===== src/rtl/cmp_pipe.sv =====
// cmp_pipe: pipelined compare unit with a valid/ready handshake on every stage.
// Stage 0 registers the operands and evaluates the compare result S combinationally
// from those registers; later stages only carry {S, tag} toward the output.
// Optional feature: define CMP_STICKY_EN to add the sticky_clr/sticky_s ports and the
// sticky result register.

module cmp_pipe #(
    parameter int unsigned WIDTH  = 32,
    parameter int unsigned STAGES = 2,
    parameter int unsigned TAG_W  = 5
) (
    input  logic             clk,
    input  logic             reset,
    input  logic             in_valid,
    output logic             in_ready,
    input  logic [WIDTH-1:0] in_a,
    input  logic [WIDTH-1:0] in_b,
    input  logic [2:0]       in_op,
    input  logic             in_sign,
    input  logic [TAG_W-1:0] in_tag,
    output logic             out_valid,
    input  logic             out_ready,
    output logic             out_s,
    output logic [TAG_W-1:0] out_tag
`ifdef CMP_STICKY_EN
    ,
    input  logic             sticky_clr,
    output logic             sticky_s
`endif
);

    // Number of {S, tag} stages behind stage 0 (kept at least 1 so arrays stay legal).
    localparam int unsigned NR = (STAGES > 1) ? STAGES - 1 : 1;

    localparam logic [2:0] OpNe  = 3'b000;
    localparam logic [2:0] OpEq  = 3'b001;
    localparam logic [2:0] OpLt  = 3'b010;
    localparam logic [2:0] OpGe  = 3'b011;
    localparam logic [2:0] OpLtz = 3'b100;
    localparam logic [2:0] OpGez = 3'b101;
    localparam logic [2:0] OpLez = 3'b110;
    localparam logic [2:0] OpGtz = 3'b111;

    // Stage 0 state: registered operands.
    logic             v0_q;
    logic [WIDTH-1:0] a_q;
    logic [WIDTH-1:0] b_q;
    logic [2:0]       op_q;
    logic             sign_q;
    logic [TAG_W-1:0] tag0_q;

    // Later stage state: index j holds stage j+1.
    logic [NR-1:0]    vl_q;
    logic             s_q   [NR];
    logic [TAG_W-1:0] tag_q [NR];

    logic [STAGES-1:0] v;
    logic [STAGES-1:0] load;
    logic [STAGES-1:0] leave;

    // Compare datapath.
    logic [WIDTH:0] ext_a;
    logic [WIDTH:0] ext_b;
    logic [WIDTH:0] diff;
    logic           lt;
    logic           eq;
    logic           ltz;
    logic           zero;
    logic           s0;

    // Evaluate S from the stage-0 registers with a WIDTH+1 bit subtract.
    always_comb begin
        // Sign- or zero-extend so the borrow bit is the exact A<B result.
        ext_a = {sign_q & a_q[WIDTH-1], a_q};
        ext_b = {sign_q & b_q[WIDTH-1], b_q};
        diff  = ext_a - ext_b;
        lt    = diff[WIDTH];
        eq    = ~|diff;
        ltz   = sign_q & a_q[WIDTH-1];
        zero  = ~|a_q;
        s0    = 1'b0;
        case (op_q)
            OpNe:    s0 = ~eq;
            OpEq:    s0 = eq;
            OpLt:    s0 = lt;
            OpGe:    s0 = ~lt;
            OpLtz:   s0 = ltz;
            OpGez:   s0 = ~ltz;
            OpLez:   s0 = ltz | zero;
            OpGtz:   s0 = ~(ltz | zero);
            default: s0 = 1'b0;
        endcase
    end

    // Ready chain from the output back to the input: a stage loads when empty or draining.
    always_comb begin
        logic chain;
        logic lv;
        logic ld;
        chain = out_ready;
        lv    = 1'b0;
        ld    = 1'b0;
        load  = '0;
        leave = '0;
        for (int k = STAGES - 1; k >= 0; k--) begin
            lv       = v[k] & chain;
            ld       = ~v[k] | lv;
            leave[k] = lv;
            load[k]  = ld;
            chain    = ld;
        end
    end

    assign in_ready  = load[0];
    assign out_valid = v[STAGES-1];

    // Stage 0: capture a new transaction whenever the stage can load.
    always_ff @(posedge clk or negedge reset) begin
        if (!reset) begin
            v0_q   <= 1'b0;
            a_q    <= '0;
            b_q    <= '0;
            op_q   <= '0;
            sign_q <= 1'b0;
            tag0_q <= '0;
        end else begin
            if (load[0]) begin
                v0_q <= in_valid;
            end
            if (load[0] && in_valid) begin
                a_q    <= in_a;
                b_q    <= in_b;
                op_q   <= in_op;
                sign_q <= in_sign;
                tag0_q <= in_tag;
            end
        end
    end

    generate
        if (STAGES > 1) begin : g_later
            logic             s_in   [NR];
            logic [TAG_W-1:0] tag_in [NR];

            assign v = {vl_q, v0_q};

            // Feed of each later stage: stage 0 result for the first, predecessor otherwise.
            always_comb begin
                s_in[0]   = s0;
                tag_in[0] = tag0_q;
                for (int j = 1; j < NR; j++) begin
                    s_in[j]   = s_q[j-1];
                    tag_in[j] = tag_q[j-1];
                end
            end

            // Later stages: move {S, tag} forward when the stage loads.
            always_ff @(posedge clk or negedge reset) begin
                if (!reset) begin
                    vl_q <= '0;
                    for (int j = 0; j < NR; j++) begin
                        s_q[j]   <= 1'b0;
                        tag_q[j] <= '0;
                    end
                end else begin
                    for (int j = 0; j < NR; j++) begin
                        if (load[j+1]) begin
                            vl_q[j] <= v[j];
                        end
                        if (load[j+1] && v[j]) begin
                            s_q[j]   <= s_in[j];
                            tag_q[j] <= tag_in[j];
                        end
                    end
                end
            end

            assign out_s   = s_q[NR-1];
            assign out_tag = tag_q[NR-1];
        end else begin : g_single
            assign v       = v0_q;
            assign vl_q    = '0;
            assign out_s   = s0;
            assign out_tag = tag0_q;

            // Single-stage build keeps no later-stage state.
            always_comb begin
                for (int j = 0; j < NR; j++) begin
                    s_q[j]   = 1'b0;
                    tag_q[j] = '0;
                end
            end
        end
    endgenerate

`ifdef CMP_STICKY_EN
    logic sticky_q;

    // Sticky OR of transferred results; a same-cycle set wins over the clear.
    always_ff @(posedge clk or negedge reset) begin
        if (!reset) begin
            sticky_q <= 1'b0;
        end else begin
            sticky_q <= (sticky_q & ~sticky_clr) | (out_valid & out_ready & out_s);
        end
    end

    assign sticky_s = sticky_q;
`endif

endmodule


===== config.mk =====
export PLATFORM = sky130hd
export DESIGN_NAME = cmp_pipe
export DESIGN_NICKNAME = d
export VERILOG_FILES = /design/src/rtl/cmp_pipe.sv
export SDC_FILE = /design/constraint.sdc
export NUM_CORES = 1
export LEC_CHECK = 0
export ABC_CLOCK_PERIOD_IN_PS = 3800
export CAP_MARGIN = 20
export CELL_PAD_IN_SITES_DETAIL_PLACEMENT = 2
export CELL_PAD_IN_SITES_GLOBAL_PLACEMENT = 2
export CORE_UTILIZATION = 34
export CTS_BUF_LIST = sky130_fd_sc_hd__clkbuf_16
export DETAILED_ROUTE_END_ITERATION = 7
export PLACE_DENSITY_LB_ADDON = 0.1
export SETUP_SLACK_MARGIN = 0.05
export SLEW_MARGIN = 10
export SYNTH_ARGS = -nofsm -noshare
export SYNTH_HDL_FRONTEND = slang
export SYNTH_SLANG_ARGS = --single-unit
export TNS_END_PERCENT = 10

===== constraint.sdc =====
create_clock -name clk -period 3.8 [get_ports clk]
set_input_delay 0.95 -clock clk [delete_from_list [all_inputs] [get_ports clk]]
set_output_delay 0.95 -clock clk [all_outputs]
set_load 0.01 [all_outputs]

==> impl_metrics.yaml <==
layout:
  drive_above_1_share: 0.1803
  syn_to_final_growth_pct: 25.15
  final_area_um2: 6962
  fin_nets: 764
  diodes: 0
global_routing:
  antenna_found_initial: 1
  grt_overflow: 0
  grt_use_met2: 0.3775
  grt_max_degree: 82
  busiest_layer: "met2"
  use_met3: 0.03485
  grt_usage: 0.2261
  gr-usage-met1: 0.2889
  grt_pass1_wl_mm: 28.92
  grt_pass1_vias: 5370
route:
  postRouteAntennaNets: 0
  drc: 0
  viasPerCell: 5.579
  wl_per_cell_um: 20.68
  dr.pass1.iters: 6
  wl_mm: 18.11
  drt_iter0_drc: 194
  num_vias: 4887
flow_run:
  max-cap-violations: 0
sta:
  drv_slew: 0
  finalSetupTns_ps: 0
  period_share: 0.8657
  max_freq_mhz: 304.0
  final_hold_viol_count: 0
  worst_slew_pin_slew_ps: 689.3
  rsz0062_at_grt: "no"
  clock_skew_ps: 3.842
  fin_crit_ps: 3290
  setup_viol: 0
  max-slew-margin-rel: 0.5356
worst_setup_path:
  worstRegToRegCells: 11
  worst_path_largest_cell_delay_ps: 470
  worst-path-buf-inv: 0
  crit_chain: "ha_1, a211o_1, a21oi_4, o211a_4, a21oi_1, a2111o_1, a31o_1, a211oi_2, nand4_1, mux2i_1, nand2_1"
  slowest_stage: "a2111o_1"
  end_kind: "flop"
  cp_max_fo: 6
  cp_top_family: "compound AO/OA/AOI/OAI gates"
  cp-start-kind: "flop"
  crit_type: "flop to flop"
  arrival_ps: 3520
  cp.depth: 11
  cp_data_required_time_ps: 4030
synthesis:
  yosys_register_bits: 81
  synth_xor_area_frac: 0.01417
  ys_types: 73
  synth_compound_area_frac: 0.1811
  yosys_warnings: 0
  synth_common_cells: "dfrtp_1, mux2_2, a21oi_1, nand2_1, inv_1"
  ys_top_cells_by_area: "dfrtp_1, mux2_2, ha_1, a21oi_1, nand2_1"
  synth-edff-count: 0
  ys.flop_type: "dfrtp_1"
  synth_top_area_share: 0.3644
  synthAdderAreaFrac: 0.07197
  synth_top_family_by_area: "compound AO/OA/AOI/OAI gates"
  synth_mux_area_frac: 0.1725
  syn_area_um2: 5563
  yosys.area.top_type: "dfrtp_1"
  synth-simple-area-share: 0.1534
  post-synth-top-count-cell: "dfrtp_1"
  synthArstFlopShare: 1.000
  synth_seq_area_share: 0.3644
  syn_area_per_cell_um2: 9.674
  syn_inst: 575
  syn_nets: 684
clocking:
  cts_made_buffers: 9
  clockBufferDepth: 2
  clk_latency_ps: 340
  htreeDepth: 3
  cts_resized: 0
  cts_sinks: 81
  cts_setup_buffers: 0
  cts_tree: "built"
  clk_pin_slew_worst_paths_ps: 60
  root_buffer: "clkbuf_16"
  ctsHoldBuffers: 0
pwr:
  comb_power_share: 0.457
  p_int_uw: 2280
  p_seq_frac: 0.294
  p_clk_frac: 0.249
  switching_power_uw: 1462
  p_per_area_nw_per_um2: 537.6
  p_leak_uw: 0.002952
  max-vdd-ir-drop_v: 0.0002179
  swShare: 0.3907
place:
  io_buffers: 84
  place_area_um2: 6623
  dp_hpwl_mm: 14.42
  gp_congestion: 0.8757
die:
  die_area_um2: 16880
  pin_count: 85
  dieWidth_um: 129.9
  die_y_um: 129.9
  core_area_um2: 15940
  start_util: 0.3489
  row_count: 46
hold_path:
  min_path_type: "primary input to asynchronous set/reset pin"
run_status:
  status: "completed"
==> final cells by class <==
type,instances,area (µm²)
inverter,42,157.7
clock inverter,7,86.33
timing repair buffer,87,893.4
multi-input combinational,434,3302
clock buffer,9,225.2
sequential,81,2027
fill,1721,8981
tap,216,270.3
==> final timing paths <==
path,start,endpoint,slack (ps)
max in group asynchronous,reset,a_q[25]$_DFFE_PN0P_,2690
worst min-delay path,reset,b_q[10]$_DFFE_PN0P_,490
worst max register to register,a_q[11]$_DFFE_PN0P_,out_s$_DFFE_PN0P_,510
min in group clk,b_q[8]$_DFFE_PN0P_,b_q[8]$_DFFE_PN0P_,500
worst min register to register,b_q[8]$_DFFE_PN0P_,b_q[8]$_DFFE_PN0P_,500
worst max-delay path,a_q[11]$_DFFE_PN0P_,out_s$_DFFE_PN0P_,510
==> cells in the final DEF, fill, tap and decap left out, drive strengths merged, types with 5 or more instances in the layout <==
cell and n:
a21oi 48, o311ai 6, nor3 10, nor2 28, ha 32, nand2 45
clkbuf 9, o21ai 26, a31oi 7, nand3 13, nor4 13, clkdlybuf4s50 83
mux2 79, a211oi 6, o21a 6, a21o 12, dfrtp 81, mux2i 7
nand2b 8, nand4 15, inv 43, xnor2 5
==> flip-flops by register name, indices dropped and copies added, names as in the netlist <==
| signal | cells |
|---|---|
| sign_q | 1 |
| out_valid | 1 |
| op_q | 3 |
| out_tag | 5 |
| g_later.tag_in | 5 |
| out_s | 1 |
| a_q | 32 |
| v0_q | 1 |
| b_q | 32 |
==> power groups by stage <==
stage	clock, µW	combinational (µW)	sequential (µW)
after floorplan	0	1150	1080
after global placement	0	1650	1110
after detailed placement	0	1690	1120
after CTS	959	1710	1100
after global routing	984	1870	1120
final	933	1710	1100
==> per-stage QoR <==
step	worst slack, ps	total power [µW]	utilization	cells	hold slack [ps]
5_1_grt	285.4	3974	0.4367	876	507.7
4_1_cts	521.8	3773	0.4349	875	508.3
3_3_place_gp	625.9	2752	0.4154	859	484.1
3_5_place_dp	553.6	2810	0.4154	859	492.6
6_report	510.4	3742	0.4367	876	491.1
2_1_floorplan	1040	2233	-	575	471.6
==> per-layer routing <==
layer,part of all wire,vias up
li1,-,2290
met1,0.46,2471
met2,0.47,92
met3,0.035,34
met4,0.028,0
met5,0,-
==> logic make-up after synthesis <==
group | count (synthesis)
XOR/XNOR | 9
flip-flops | 81
buffers and inverters | 60
AND/OR/NAND/NOR | 160
AO/OA/AOI/OAI | 147
multiplexers | 86
adder cells (fa/ha/maj) | 32
(Power assumes the default switching activity.)
